[config.mk]
export PLATFORM = sky130hd
export DESIGN_NAME = fsqrt_sched
export DESIGN_NICKNAME = d
export VERILOG_FILES = /design/src/rtl/fsqrt_sched.sv
export SDC_FILE = /design/constraint.sdc
export NUM_CORES = 1
export LEC_CHECK = 0
export CELL_PAD_IN_SITES_DETAIL_PLACEMENT = 1
export CELL_PAD_IN_SITES_GLOBAL_PLACEMENT = 1
export CORE_ASPECT_RATIO = 0.75
export CORE_MARGIN = 5
export CORE_UTILIZATION = 47
export DETAILED_ROUTE_END_ITERATION = 6
export GPL_ROUTABILITY_DRIVEN = 0
export PLACE_DENSITY = 0.94
export SYNTH_ARGS = -nofsm -noshare
export SYNTH_HDL_FRONTEND = slang
export SYNTH_SLANG_ARGS = --single-unit
export TNS_END_PERCENT = 50
[constraint.sdc]
create_clock -name clk -period 5.58 [get_ports clk]
set_clock_uncertainty 0.15 [all_clocks]
set_input_delay 0.558 -clock clk [delete_from_list [all_inputs] [get_ports clk]]
set_output_delay 0.558 -clock clk [all_outputs]
set_load 0.02 [all_outputs]
[src/rtl/fsqrt_sched.sv]
// ---------------------------------------------------------------------------
// fsqrt_sched
//
// Issue/return scheduler around a non-stallable pipelined square-root unit.
// Requests enter on a valid/ready port. The operand is driven onto sq_x in
// the accept cycle and zero otherwise. Each tag travels down a shift register
// matched to the unit's latency, so it meets its own result on sq_y. The
// {tag, result} pair is then captured into a small first-word-fall-through
// FIFO. Admission is credit based: an operation is only accepted while fewer
// than DEPTH are in flight or queued, so every result arriving from the pipe
// always has a FIFO slot, even under output backpressure.
//
// Ports
//   clk        in   clock, rising edge
//   rstn       in   asynchronous active-low reset
//   in_valid   in   request present
//   in_ready   out  request can be accepted (from registered state only)
//   in_tag     in   request tag
//   in_x       in   IEEE-754 single operand
//   sq_x       out  operand to the square-root unit (zero when idle)
//   sq_y       in   result from the square-root unit, LAT cycles later
//   out_valid  out  head result available
//   out_ready  in   consumer takes the head result
//   out_tag    out  tag of the head result
//   out_y      out  head result, bit-exact copy of sq_y
// ---------------------------------------------------------------------------
module fsqrt_sched #(
    parameter int LAT   = 2,
    parameter int DEPTH = 4,
    parameter int TAGW  = 4
) (
    input  logic            clk,
    input  logic            rstn,
    input  logic            in_valid,
    output logic            in_ready,
    input  logic [TAGW-1:0] in_tag,
    input  logic [31:0]     in_x,
    output logic [31:0]     sq_x,
    input  logic [31:0]     sq_y,
    output logic            out_valid,
    input  logic            out_ready,
    output logic [TAGW-1:0] out_tag,
    output logic [31:0]     out_y
);

    // Pointer and counter widths. Counters need one extra bit to hold DEPTH.
    localparam int PW = $clog2(DEPTH);
    localparam int CW = $clog2(DEPTH) + 1;

    localparam logic [CW-1:0] DEPTH_C = CW'(DEPTH);
    localparam logic [CW-1:0] CNT_ONE = CW'(1'b1);
    localparam logic [CW-1:0] CNT_ZERO = CW'(1'b0);
    localparam logic [PW-1:0] PTR_ONE = PW'(1'b1);
    localparam logic [PW-1:0] PTR_ZERO = PW'(1'b0);

    // Handshake events for this cycle.
    logic accept_s;
    logic pop_s;
    logic push_s;

    // Credit counter: operations in the pipe plus operations in the FIFO.
    logic [CW-1:0] outstanding_q;
    logic [CW-1:0] outstanding_d;

    // Tag pipe, stage LAT-1 is aligned with sq_y.
    logic [LAT-1:0]  pipe_v_q;
    logic [LAT-1:0]  pipe_v_d;
    logic [TAGW-1:0] pipe_tag_q [LAT];
    logic [TAGW-1:0] pipe_tag_d [LAT];

    // Result FIFO storage and bookkeeping.
    logic [TAGW-1:0] mem_tag_q [DEPTH];
    logic [TAGW-1:0] mem_tag_d [DEPTH];
    logic [31:0]     mem_y_q [DEPTH];
    logic [31:0]     mem_y_d [DEPTH];
    logic [PW-1:0]   wr_ptr_q;
    logic [PW-1:0]   wr_ptr_d;
    logic [PW-1:0]   rd_ptr_q;
    logic [PW-1:0]   rd_ptr_d;
    logic [CW-1:0]   count_q;
    logic [CW-1:0]   count_d;

    // Port-facing combinational outputs; in_ready and out_* depend on flops only.
    always_comb begin
        in_ready  = (outstanding_q < DEPTH_C);
        out_valid = (count_q != CNT_ZERO);
        out_tag   = mem_tag_q[rd_ptr_q];
        out_y     = mem_y_q[rd_ptr_q];
        accept_s  = in_valid && in_ready;
        pop_s     = out_valid && out_ready;
        push_s    = pipe_v_q[LAT-1];
        // Idle cycles feed zero so the unit never sees stale operands.
        if (accept_s) begin
            sq_x = in_x;
        end else begin
            sq_x = 32'h0000_0000;
        end
    end

    // Credit counter next state: accept and pop in one cycle cancel out.
    always_comb begin
        outstanding_d = outstanding_q;
        if (accept_s && !pop_s) begin
            outstanding_d = outstanding_q + CNT_ONE;
        end else if (!accept_s && pop_s) begin
            outstanding_d = outstanding_q - CNT_ONE;
        end else begin
            outstanding_d = outstanding_q;
        end
    end

    // Tag pipe next state: stage 0 samples the accept, later stages shift.
    always_comb begin
        pipe_v_d      = pipe_v_q;
        pipe_tag_d    = pipe_tag_q;
        pipe_v_d[0]   = accept_s;
        pipe_tag_d[0] = in_tag;
        for (int i = 1; i < LAT; i++) begin
            pipe_v_d[i]   = pipe_v_q[i-1];
            pipe_tag_d[i] = pipe_tag_q[i-1];
        end
    end

    // FIFO write side: capture {tag, sq_y} when the aligned tag stage is valid.
    always_comb begin
        mem_tag_d = mem_tag_q;
        mem_y_d   = mem_y_q;
        wr_ptr_d  = wr_ptr_q;
        if (push_s) begin
            mem_tag_d[wr_ptr_q] = pipe_tag_q[LAT-1];
            mem_y_d[wr_ptr_q]   = sq_y;
            wr_ptr_d            = wr_ptr_q + PTR_ONE;
        end else begin
            wr_ptr_d = wr_ptr_q;
        end
    end

    // FIFO read side and occupancy; pointers wrap naturally (DEPTH is 2^n).
    always_comb begin
        rd_ptr_d = rd_ptr_q;
        count_d  = count_q;
        if (pop_s) begin
            rd_ptr_d = rd_ptr_q + PTR_ONE;
        end else begin
            rd_ptr_d = rd_ptr_q;
        end
        if (push_s && !pop_s) begin
            count_d = count_q + CNT_ONE;
        end else if (!push_s && pop_s) begin
            count_d = count_q - CNT_ONE;
        end else begin
            count_d = count_q;
        end
    end

    // Credit counter and tag pipe registers; reset drops every in-flight op.
    always_ff @(posedge clk or negedge rstn) begin
        if (!rstn) begin
            outstanding_q <= CNT_ZERO;
            pipe_v_q      <= {LAT{1'b0}};
            for (int i = 0; i < LAT; i++) begin
                pipe_tag_q[i] <= {TAGW{1'b0}};
            end
        end else begin
            outstanding_q <= outstanding_d;
            pipe_v_q      <= pipe_v_d;
            pipe_tag_q    <= pipe_tag_d;
        end
    end

    // FIFO registers; storage is cleared so the head reads zero after reset.
    always_ff @(posedge clk or negedge rstn) begin
        if (!rstn) begin
            wr_ptr_q <= PTR_ZERO;
            rd_ptr_q <= PTR_ZERO;
            count_q  <= CNT_ZERO;
            for (int i = 0; i < DEPTH; i++) begin
                mem_tag_q[i] <= {TAGW{1'b0}};
                mem_y_q[i]   <= 32'h0000_0000;
            end
        end else begin
            wr_ptr_q  <= wr_ptr_d;
            rd_ptr_q  <= rd_ptr_d;
            count_q   <= count_d;
            mem_tag_q <= mem_tag_d;
            mem_y_q   <= mem_y_d;
        end
    end

endmodule
==> qor.yml, run 1 <==
drc_errors: 0
endpoint_kind: "primary output"
worst_slew_pin_slew_ns: 1.05
rsz0062_at_grt: "no"
cts_root_buffer: "clkbuf_16"
p_per_area_nw_per_um2: 630
via_count: 4211
syn_to_final_growth_pct: 27.8
dieArea_um2: 18000
multi_input_area_um2: 2930
hold_buffers: 0
clk_pin_slew_ns: 0.06
netlist.area_leader.share_pct: 56.7
clkLatencyLatePin_ns: 0.42
cts_tree: "built"
cts.path.max_buffers: 2
crit_fanout: 20
synth_area_um2: 7240
fp.dieH_um: 118
antenna_left: 0
drt-pass1-iter-count: 4
start_util_pct: 47.7
p_leak_nw: 3.84
fp-row-count: 39
wl_per_cell_um: 21.2
fmax_mhz: 276
grt_max_degree: 102
vdd_ir_drop_max_v: 0.000260
setup_viol: 0
crit_arrival_ns: 2.92
via_per_inst: 5.32
routed_wl_mm: 16.8
final_core_util_pct: 61.0
fin_nets: 655
ios: 142
fin_crit_sh_pct: 65.0
ys_seq_area_share_pct: 56.7
regArea_um2: 4110
die_w_um: 153
synth_cell_type_count: 22
fillers: 1400
setup_tns_ns: 0
worstPathRequired_ns: 4.87
path_class: "reg2out"
layout_setup_ws_ns: 1.95
critPathLaunchType: "flip-flop"
drv_cap: 0
slew_headroom_pct: 30.0
place_hpwl_mm: 11.3
slew_violations: 0
holdWs_ns: 0.0742
ctsHtreeMaxLevel: 4
synth_area_leaders: "dfrtp_1, mux2_2, mux4_2"
grt_pass1_wl_mm: 27.6
hold_path_class: "in2async"
synth_seq_cells: 164
status: "finished, final reports clean"
drive_gt1_share_pct: 35.3
final_hold_viol_count: 0
synthCells: 436
final_cell_mix: "dfrtp_1, clkdlybuf4s50_1, mux2_2"
port_buffers: 141
layout_commonest_cell: "dfrtp_1"
yosysTopAreaCell: "dfrtp_1"
grt_usage_pct: 19.7
synth.net_count: 516
overflow: 0
drt-initial-drc-count: 146
antenna_found_initial: 1
fin_crit_ns: 3.63
cts_buffers: 17
avgSynthCellArea_um2: 16.6
cts_resized: 0
grt_pass1_vias: 5116
core_area_um2: 15200
postCtsSetupRepairBufs: 0
place_ws_ns: 2.29
antenna_cells: 0
cts_sinks: 164
yosys_warnings: 0
power by group:
part	switching [mW]	internal, mW	total (mW)
Combinational	1.08	1.54	2.61
Sequential	0.422	1.78	2.20
Clock	0.428	0.594	1.02
Total	1.93	3.91	5.83
worst paths after layout:
check                      slack [ns]  cells after the start                         start                            to
setup / recovery                 1.95                      3       rd_ptr_q[0]$_DFFE_PN0P_                     out_y[11]
hold reg to reg                  0.20                      0         pipe_v_q[0]$_DFF_PN0_         pipe_v_q[1]$_DFF_PN0_
min in group clk                 0.20                      0         pipe_v_q[0]$_DFF_PN0_         pipe_v_q[1]$_DFF_PN0_
max in group asynchronous        3.86                      2                          rstn      mem_y_q[105]$_DFFE_PN0P_
hold / removal                   0.07                      1                          rstn      mem_y_q[104]$_DFFE_PN0P_
setup reg to reg                 3.11                      8  outstanding_q[2]$_DFFE_PN0P_  outstanding_q[2]$_DFFE_PN0P_
sequential cells by signal (all words and copies together) (netlist names):
signal	cells
rd_ptr_q	2
mem_y_q	128
mem_tag_q	16
outstanding_q	3
wr_ptr_q	2
pipe_v_q	2
pipe_tag_d	4
count_q	3
pipe_tag_q	4
cell type report:
class / count / share of cell area [%]
clock buffers: 24 / 5.20
clock inverters: 6 / 0.324
inverters: 5 / 0.203
multi-input cells: 243 / 31.7
flip-flops and latches: 164 / 44.3
well taps: 205 / 2.77
repair buffers: 144 / 15.5
per-layer routing:
layer / share of wire (%) / GRT usage (%) / wire length (µm) / vias to the layer above
met3: 7.5 / 8.05 / 1260 / 18
met5: 0.042 / 0 / 7 / -
li1: - / - / - / 1863
met4: 1.0 / 5.18 / 169 / 2
met2: 52 / 34.2 / 8650 / 136
met1: 40 / 22.7 / 6690 / 2192
stage by stage:
step	std cells	power, mW	cell area [µm²]
4_1_cts	791	5.92	9260
5_1_grt	791	6.17	9260
3_5_place_dp	761	4.88	8750
2_1_floorplan	436	3.84	7240
3_3_place_gp	761	4.68	8750
6_report	791	5.83	9260
logic make-up after synthesis:
group / Yosys count / share of synthesized area [%]
AO/OA/AOI/OAI: 1 / 0.0690
AND/OR/NAND/NOR: 43 / 3.83
multiplexers: 182 / 33.9
flip-flops: 164 / 56.7
buffers and inverters: 29 / 2.87
XOR/XNOR: 9 / 1.09
adder cells (fa/ha/maj): 8 / 1.59
worst max-delay path, cell delays in order, from the launching register on:
cell and delay, ns:
dfrtp_2 0.81, buf_4 0.51, mux4_2 0.61, clkdlybuf4s50_1 0.57
synthesized netlist by cell type (all sizes together):
master,n
xor2,4
xnor2,5
and2,32
or3,1
o21ai,1
nor2b,1
mux4,36
ha,6
buf,21
nor2,2
inv,5
dfrtp,164
mux2,146
clkbuf,3
nand3,1
nand2,6
fa,2
No activity file was read; power rests on OpenSTA's default activity.
==> run 2, diff against run 1 <==
--- a/config.mk
+++ b/config.mk
@@ -9,10 +9,10 @@
 export CELL_PAD_IN_SITES_GLOBAL_PLACEMENT = 1
 export CORE_ASPECT_RATIO = 0.75
 export CORE_MARGIN = 5
-export CORE_UTILIZATION = 47
+export CORE_UTILIZATION = 43
 export DETAILED_ROUTE_END_ITERATION = 6
 export GPL_ROUTABILITY_DRIVEN = 0
-export PLACE_DENSITY = 0.94
+export PLACE_DENSITY = 0.88
 export SYNTH_ARGS = -nofsm -noshare
 export SYNTH_HDL_FRONTEND = slang
 export SYNTH_SLANG_ARGS = --single-unit
==> constraint.sdc (replaced) <==
create_clock -name clk -period 3.6 [get_ports clk]
set_clock_uncertainty 0.15 [all_clocks]
set_input_delay 0.36 -clock clk [delete_from_list [all_inputs] [get_ports clk]]
set_output_delay 0.36 -clock clk [all_outputs]
set_load 0.02 [all_outputs]
==> qor.yml, run 2 (synthesis results as in run 1) <==
place_hpwl_mm: 11.5
p_per_area_nw_per_um2: 1010
drive_gt1_share_pct: 36.3
die_w_um: 160
dp.cells: 774
slowest_stage: "dfrtp_2"
crit_fanout: 25
overflow: 0
cts_sinks: 164
final_core_util_pct: 56.7
layout_commonest_cell: "dfrtp_1"
status: "finished, final reports clean"
antenna_left: 0
fp-row-count: 41
routed_wl_mm: 17.5
syn_to_final_growth_pct: 30.6
final_hold_viol_count: 0
ios: 142
power_mw: 9.51
fin_crit_sh_pct: 85.4
final_cell_mix: "dfrtp_1, clkdlybuf4s50_1, mux2_2"
clk_pin_slew_ns: 0.06
path_class: "reg2out"
antenna_found_initial: 0
clkLatencyLatePin_ns: 0.42
reg_top3: "mem_y_q (128), mem_tag_q (16)"
grt_usage_pct: 18.9
crit_arrival_ns: 2.56
drv_cap: 0
core_area_um2: 16700
setup_viol: 0
ff2ff_setup_slack_ns: 1.17
vdd_ir_drop_max_v: 0.000382
fin_crit_ns: 3.07
rsz0062_at_grt: "no"
cts.path.max_buffers: 2
start_util_pct: 43.4
fmax_mhz: 325
cp_slowest_stage_delay_ns: 0.70
grt_pass1_vias: 5123
wl_per_cell_um: 21.7
cp_cell_sequence: "buf_12, mux4_2, clkdlybuf4s50_1"
critPathLaunchType: "flip-flop"
ctsHtreeMaxLevel: 4
fin_nets: 659
antenna_cells: 0
postCtsSetupRepairBufs: 0
slew_violations: 0
endpoint_kind: "primary output"
setup_tns_ns: 0
cts_tree: "built"
via_per_inst: 5.31
dieArea_um2: 19600
r2r-end: "count_q[2]$_DFFE_PN0P_"
worstPathRequired_ns: 3.09
hold_path_class: "reg2reg"
cts_resized: 0
holdPathEnd: "pipe_tag_q[0]$_DFF_PN0_"
hold_buffers: 1
p_leak_nw: 3.92
worst_slew_pin_slew_ns: 0.950
cts_buffers: 17
holdWs_ns: 0.198
min_from: "pipe_tag_d[0]$_DFF_PN0_"
drt-pass1-iter-count: 4
grt_pass1_wl_mm: 28.9
drc_errors: 0
regToRegStartpoint: "count_q[0]$_DFFE_PN0P_"
via_count: 4288
fp.dieH_um: 122
cts_root_buffer: "clkbuf_16"
fillers: 1545
holdPathStages: 0
slew_headroom_pct: 36.6
largest_reg_flops: 128
grt_max_degree: 102
reg2reg_depth: 8
top_register: "mem_y_q"
port_buffers: 141
instances_no_fill: 807
drt-initial-drc-count: 156
-- run 2: metal layers --
metal	track usage [%]	vias up	wire length, µm
li1	-	1863	-
met1	23.6	2263	7560
met2	32.6	153	8770
met3	6.65	9	1130
met4	3.49	0	73
met5	0	-	0
-- run 2: layout make-up --
class / instances / area (µm²) / area share (%)
timing repair buffer: 148 / 1490 / 15.8
clock buffer: 18 / 429 / 4.54
tap: 215 / 269 / 2.84
sequential: 164 / 4110 / 43.4
multi-input combinational: 243 / 2930 / 31.0
clock inverter: 14 / 210 / 2.22
inverter: 5 / 18.8 / 0.198
-- run 2: worst max-delay path by stage --
stage / start / to / slack [ns] / depth (start not counted)
floorplan: count_q[0]$_DFFE_PN0P_ / outstanding_q[2]$_DFFE_PN0P_ / 1.32 / 8
global placement: rd_ptr_q[0]$_DFFE_PN0P_ / out_y[20] / 0.94 / 3
detailed placement: rd_ptr_q[0]$_DFFE_PN0P_ / out_y[22] / 0.94 / 3
CTS: rd_ptr_q[0]$_DFFE_PN0P_ / out_y[20] / 0.46 / 3
global route: rd_ptr_q[0]$_DFFE_PN0P_ / out_y[20] / 0.36 / 3
finish: rd_ptr_q[0]$_DFFE_PN0P_ / out_y[20] / 0.53 / 3
-- run 2: where the power goes --
group	internal, mW	switching [mW]	total (mW)
Combinational	2.41	1.75	4.17
Sequential	2.76	0.624	3.38
Clock	1.23	0.736	1.96
-- run 2: per-stage QoR --
stage	area (µm²)	setup slack, ns
floorplan	7240	1.32
global placement	8810	0.941
detailed placement	8810	0.940
CTS	9460	0.456
global route	9460	0.355
finish	9460	0.525
-- run 2: worst max-delay path: cells and delay by family (launching register included) --
family   cells  cell delay, ns
buf+inv      2            0.88
mux          1            0.55
flops        1            0.70
